<file path="src/rtl/map_pkg.sv">
// Shared MAP decoder definitions: controller state encoding, default geometry
// and the stage address helper used by both the forward and backward controllers.
package map_pkg;

  typedef enum logic [2:0] {
    ST_IDLE = 3'd0,
    ST_RD   = 3'd1,
    ST_ADD  = 3'd2,
    ST_CMP  = 3'd3,
    ST_OUT  = 3'd4,
    ST_DONE = 3'd5
  } map_state_e;

  localparam int DEF_ADDR_W     = 8;
  localparam int DEF_STEP       = 8;
  localparam int DEF_BASE_ADDR  = 8;
  localparam int DEF_N_STAGES   = 8;
  localparam int DEF_ALPHA_BASE = 128;

  // Full-width result; callers truncate to their address width (modulo wrap).
  function automatic logic [31:0] stage_addr(input logic [31:0] base,
                                             input logic [3:0]  idx,
                                             input logic [31:0] step);
    return base + 32'(idx) * step;
  endfunction

endpackage

</file>
<file path="src/rtl/map_stage_addr.sv">
// Registered stride-address generator: loads BASE + idx*STEP (mod 2^ADDR_W)
// when i_load is high and holds the value otherwise.
module map_stage_addr
  import map_pkg::*;
#(
  parameter int ADDR_W = DEF_ADDR_W,
  parameter int STEP   = DEF_STEP,
  parameter int BASE   = DEF_BASE_ADDR
) (
  input  logic              clk,
  input  logic              rst,
  input  logic              i_load,
  input  logic [3:0]        i_idx,
  output logic [ADDR_W-1:0] o_addr
);

  logic [ADDR_W-1:0] w_addr;
  logic [ADDR_W-1:0] r_addr;

  assign w_addr = ADDR_W'(stage_addr(32'(BASE), i_idx, 32'(STEP)));

  always_ff @(posedge clk) begin
    if (rst) begin
      r_addr <= '0;
    end else if (i_load) begin
      r_addr <= w_addr;
    end
  end

  assign o_addr = r_addr;

endmodule

</file>
<file path="src/rtl/map_fwd_ctrl.sv">
// Forward-recursion / LLR read-out controller for the MAP decoder.
// Optional alpha store write port enabled by defining MAP_FWD_ALPHA_STORE_EN.
module map_fwd_ctrl
  import map_pkg::*;
#(
  parameter int ADDR_W     = DEF_ADDR_W,
  parameter int STEP       = DEF_STEP,
  parameter int BASE_ADDR  = DEF_BASE_ADDR,
  parameter int N_STAGES   = DEF_N_STAGES,
  parameter int ALPHA_BASE = DEF_ALPHA_BASE
) (
  input  logic              clk,
  input  logic              rst,
  input  logic              start,
  input  logic              llr_ready,
  output logic [ADDR_W-1:0] bd_addr,
  output logic              rd_en,
  output logic              add_en,
  output logic              cmp_en,
  output logic              llr_valid,
  output logic [3:0]        stage_idx,
  output logic              busy,
  output logic              done
`ifdef MAP_FWD_ALPHA_STORE_EN
  ,
  output logic [ADDR_W-1:0] af_addr,
  output logic              af_we
`endif
);

  localparam logic [3:0] LAST_IDX = 4'(N_STAGES - 1);

  if (N_STAGES < 1 || N_STAGES > 15 ||
      BASE_ADDR < 0 || BASE_ADDR >= (1 << ADDR_W) ||
      ALPHA_BASE < 0 || ALPHA_BASE >= (1 << ADDR_W)) begin : g_param_err
    $error("map_fwd_ctrl: parameter out of range");
  end

  map_state_e r_state;
  map_state_e w_state_next;
  logic [3:0] r_stage_idx;
  logic [3:0] w_idx_next;
  logic       r_rd_en;
  logic       r_add_en;
  logic       r_cmp_en;
  logic       r_llr_valid;
  logic       r_done;
  logic       r_busy;

  always_comb begin
    w_state_next = r_state;
    w_idx_next   = r_stage_idx;
    case (r_state)
      ST_IDLE: begin
        if (start) begin
          w_state_next = ST_RD;
          w_idx_next   = '0;
        end
      end
      ST_RD:  w_state_next = ST_ADD;
      ST_ADD: w_state_next = ST_CMP;
      ST_CMP: w_state_next = ST_OUT;
      ST_OUT: begin
        // llr_valid is always high in OUT, so llr_ready alone marks the transfer.
        if (llr_ready) begin
          if (r_stage_idx == LAST_IDX) begin
            w_state_next = ST_DONE;
          end else begin
            w_state_next = ST_RD;
            w_idx_next   = r_stage_idx + 4'd1;
          end
        end
      end
      ST_DONE: w_state_next = ST_IDLE;
      default: w_state_next = ST_IDLE;
    endcase
  end

  // Strobes are decoded from the next state so they are registered yet aligned with r_state.
  always_ff @(posedge clk) begin
    if (rst) begin
      r_state     <= ST_IDLE;
      r_stage_idx <= '0;
      r_rd_en     <= 1'b0;
      r_add_en    <= 1'b0;
      r_cmp_en    <= 1'b0;
      r_llr_valid <= 1'b0;
      r_done      <= 1'b0;
      r_busy      <= 1'b0;
    end else begin
      r_state     <= w_state_next;
      r_stage_idx <= w_idx_next;
      r_rd_en     <= (w_state_next == ST_RD);
      r_add_en    <= (w_state_next == ST_ADD);
      r_cmp_en    <= (w_state_next == ST_CMP);
      r_llr_valid <= (w_state_next == ST_OUT);
      r_done      <= (w_state_next == ST_DONE);
      r_busy      <= (w_state_next != ST_IDLE);
    end
  end

  map_stage_addr #(
    .ADDR_W (ADDR_W),
    .STEP   (STEP),
    .BASE   (BASE_ADDR)
  ) u_beta_addr (
    .clk    (clk),
    .rst    (rst),
    .i_load (w_state_next == ST_RD),
    .i_idx  (w_idx_next),
    .o_addr (bd_addr)
  );

`ifdef MAP_FWD_ALPHA_STORE_EN
  logic r_af_we;

  always_ff @(posedge clk) begin
    if (rst) begin
      r_af_we <= 1'b0;
    end else begin
      r_af_we <= (w_state_next == ST_CMP);
    end
  end

  map_stage_addr #(
    .ADDR_W (ADDR_W),
    .STEP   (STEP),
    .BASE   (ALPHA_BASE)
  ) u_alpha_addr (
    .clk    (clk),
    .rst    (rst),
    .i_load (w_state_next == ST_CMP),
    .i_idx  (r_stage_idx),
    .o_addr (af_addr)
  );

  assign af_we = r_af_we;
`endif

  assign rd_en     = r_rd_en;
  assign add_en    = r_add_en;
  assign cmp_en    = r_cmp_en;
  assign llr_valid = r_llr_valid;
  assign done      = r_done;
  assign busy      = r_busy;
  assign stage_idx = r_stage_idx;

endmodule
</file>
<file path="config.mk">
export PLATFORM = sky130hd
export DESIGN_NAME = map_fwd_ctrl
export DESIGN_NICKNAME = d
export VERILOG_FILES = /design/src/rtl/map_pkg.sv /design/src/rtl/map_stage_addr.sv /design/src/rtl/map_fwd_ctrl.sv
export SDC_FILE = /design/constraint.sdc
export NUM_CORES = 1
export LEC_CHECK = 0
export BUFFER_PORTS_ARGS = -buffer_cell sky130_fd_sc_hd__buf_4
export CAP_MARGIN = 20
export CORE_UTILIZATION = 30
export DETAILED_ROUTE_END_ITERATION = 10
export PLACE_DENSITY = 0.5
export SKIP_LAST_GASP = 1
export SYNTH_ARGS = -nofsm -noshare
export SYNTH_HDL_FRONTEND = slang
export SYNTH_HIERARCHICAL = 1
export SYNTH_SLANG_ARGS = --single-unit
</file>
<file path="constraint.sdc">
create_clock -name clk -period 1.9 [get_ports clk]
set_input_delay 0.38 -clock clk [delete_from_list [all_inputs] [get_ports clk]]
set_output_delay 0.38 -clock clk [all_outputs]
set_load 0.05 [all_outputs]
</file>
==> flow_metrics.env <==
export IMPL_status="finished clean"
export IMPL_finalHoldViolCount=0
export IMPL_clk_insertion_delay_late_ns=0.29
export IMPL_worstSetupStartpointType="flip-flop"
export IMPL_grt_pass1_vias=657
export IMPL_drive_gt1_share_pct=38.0
export IMPL_antenna_found_initial=0
export IMPL_max_cap_violations=0
export IMPL_post_route_drc_count=0
export IMPL_tns_ns=0
export IMPL_h_tree_depth=1
export IMPL_cts_root_buf="clkbuf_4"
export IMPL_holdCritPathClass="in -> reg"
export IMPL_synth_seq_area_share_pct=40.8
export IMPL_layout_nets=128
export IMPL_power_total_mw=0.834
export IMPL_overflow=0
export IMPL_detail_route_wl_per_cell_um=12.4
export IMPL_yosysWarnings=6
export IMPL_io_pins=22
export IMPL_cts_made_buffers=3
export IMPL_fmax_ghz=0.555
export IMPL_die_area_um2=3170
export IMPL_antenna_cells=0
export IMPL_total_leakage_power_nw=0.495
export IMPL_ff2ff_setup_slack_ns=0.1
export IMPL_cts_tree="yes"
export IMPL_clk_pin_slew_ns=0.11
export IMPL_stdcell_count=152
export IMPL_core_um2=2780
export IMPL_syn_cell_area_um2=883
export IMPL_synth_main_ff_cell="dfxtp_1"
export IMPL_die_w_um=56.3
export IMPL_path_max_fanout=5
export IMPL_drtIter0Drc=9
export IMPL_grtUsageMet1_pct=18.3
export IMPL_synth_edff_count=0
export IMPL_port_buffers=18
export IMPL_gp_congestion=0.728
export IMPL_met3_usage_pct=4.38
export IMPL_clockBufferDepth=2
export IMPL_final_max_slew_viol_count=0
export IMPL_via_per_inst=4.80
export IMPL_synth_top_area_share_pct=40.8
export IMPL_grtUsageTotal_pct=12.9
export IMPL_pwr_density_cell_nw_per_um2=734
export IMPL_dr_pass1_iters=3
export IMPL_dpl_hpwl_mm=1.38
export IMPL_synth_distinct_cells=40
export IMPL_start_util_pct=31.8
export IMPL_busiest_layer="met2"
export IMPL_fp_dieH_um=56.3
export IMPL_clock_skew_ns=0.0125
export IMPL_use_met2_pct=19.4
export IMPL_fin_crit_ns=1.80
export IMPL_worstPathArrival_ns=2.03
export IMPL_worstSetupEndpointType="flip-flop"
export IMPL_hold_ws_ns=0.378
export IMPL_syn2layout_area_growth_pct=28.8
export IMPL_dp_cells=144
export IMPL_synth_seq_cells=18
export IMPL_drt_total_wl_mm=1.89
export IMPL_grt_pass1_wl_mm=3.17
export IMPL_num_rows=19
export IMPL_grt_max_degree=17
export IMPL_setup_viol=0
export IMPL_postSynth_asyncResetShare_pct=0
export IMPL_cts_sinks=18
export IMPL_final_antenna_net_count=0
export IMPL_vias=730
export IMPL_period_share_pct=94.9
export IMPL_synth_cells=95
export IMPL_worstSetupPathType="reg -> reg"
export IMPL_yosys_top_cells_area="dfxtp_1 41%, nor2_1 4.7%, buf_4 3.4%"
export IMPL_syn_area_per_cell_um2=9.30
export IMPL_vdd_ir_drop_max_mv=0.445
export IMPL_yosysTopAreaCell="dfxtp_1"
export IMPL_cp_required_ns=2.13
[flip-flops by register name, indices dropped and copies added, names as in the netlist]
signal              count
r_state                 3
cmp_en                  1
llr_valid               1
add_en                  1
done                    1
busy                    1
rd_en                   1
u_beta_addr/o_addr      5
stage_idx               4
[synthesized netlist by cell type (all sizes together) (2+ instances only)]
cell type and n:
nor4b 3, mux2i 2, inv 2, ha 2, buf 8, nor2b 3, nand3 4, dfxtp 18
nor2 12, nand2b 3, a21oi 5, a211oi 3, nand3b 2, nand4 3, nand2 5, or2 2
o21ai 2, xnor2 2
[layout make-up]
class                           count  area, um^2
Sequential cell                    18         370
Tap cell                           31        38.8
Fill cell                         281        1640
Inverter                            2        7.51
Multi-Input combinational cell     68         477
Timing Repair Buffer               29         218
Clock buffer                        4        26.3
[critical path, cell delays in order (launching register included)]
cell      delay [ns]
dfxtp_4         0.38
ha_4            0.16
nand3b_1        0.15
nand3_2         0.14
or2_1           0.28
nand3_1         0.13
ha_2            0.21
xnor2_1         0.08
a211oi_2        0.20
[metal layers]
| metal | wire length (um) | up-vias |
|---|---|---|
| met5 | 0 | - |
| met4 | 10 | 0 |
| met3 | 73 | 2 |
| met2 | 828 | 13 |
| met1 | 972 | 334 |
| li1 | - | 381 |
[through the flow]
stage / area, um^2 / setup slack [ns] / util [%]
2_1_floorplan: 913 / 0.0334 / -
3_3_place_gp: 1070 / 0.0979 / 38.6
6_report: 1140 / 0.0972 / 40.9
5_1_grt: 1140 / -0.00928 / 40.9
3_5_place_dp: 1070 / 0.0151 / 38.6
4_1_cts: 1110 / 0.0204 / 39.8
[path summary, 6_finish.rpt]
path / to / depth (start not counted) / from
setup / recovery: u_beta_addr/o_addr[5] / 8 / stage_idx[1]
hold / removal: u_beta_addr/o_addr[5] / 2 / rst
setup reg to reg: u_beta_addr/o_addr[5] / 8 / stage_idx[1]
hold reg to reg: u_beta_addr/o_addr[7] / 2 / u_beta_addr/o_addr[7]
[cell usage in the layout (no fill, tap or decap), types with 2 or more instances in the layout]
master    netlist  layout
conb_1          1       3
mux2i_1         2       2
xnor2_1         2       2
nand3b_1        2       2
a211oi_2        1       2
nor2_1         11      11
nand2b_1        3       3
a21oi_1         5       5
inv_1           2       2
dfxtp_2         0       2
clkbuf_4        0       3
nand4_1         2       2
nor4b_1         3       3
nand3_1         3       3
dfxtp_4         0       2
nor2b_1         3       3
dfxtp_1        18      14
nand2_1         5       5
buf_4           4      29
[power by group]
| group | internal, mW | switching [mW] |
|---|---|---|
| clock | 0.0816 | 0.118 |
| combinational | 0.0773 | 0.142 |
| sequential | 0.397 | 0.0187 |
[cells by family (layout without fill, tap and decap cells)]
kind of cell / after synthesis / after routing / share of synthesized area [%]
other: 1 / 3 / 0.425
flip-flops: 18 / 18 / 40.8
buffers and inverters: 11 / 35 / 8.36
AND/OR/NAND/NOR: 41 / 41 / 28.2
AO/OA/AOI/OAI: 17 / 17 / 14.2
XOR/XNOR: 3 / 3 / 2.98
adder cells (fa/ha/maj): 2 / 2 / 2.83
multiplexers: 2 / 2 / 2.27
[repair_timing]
item                       in CTS  in global routing
hold buffers                    0                  0
pin swaps                       0                  1
setup endpoints to repair       1                  1
buffers inserted                1                  3
resized for setup               0                  2
No activity file was read; power rests on OpenSTA's default activity.
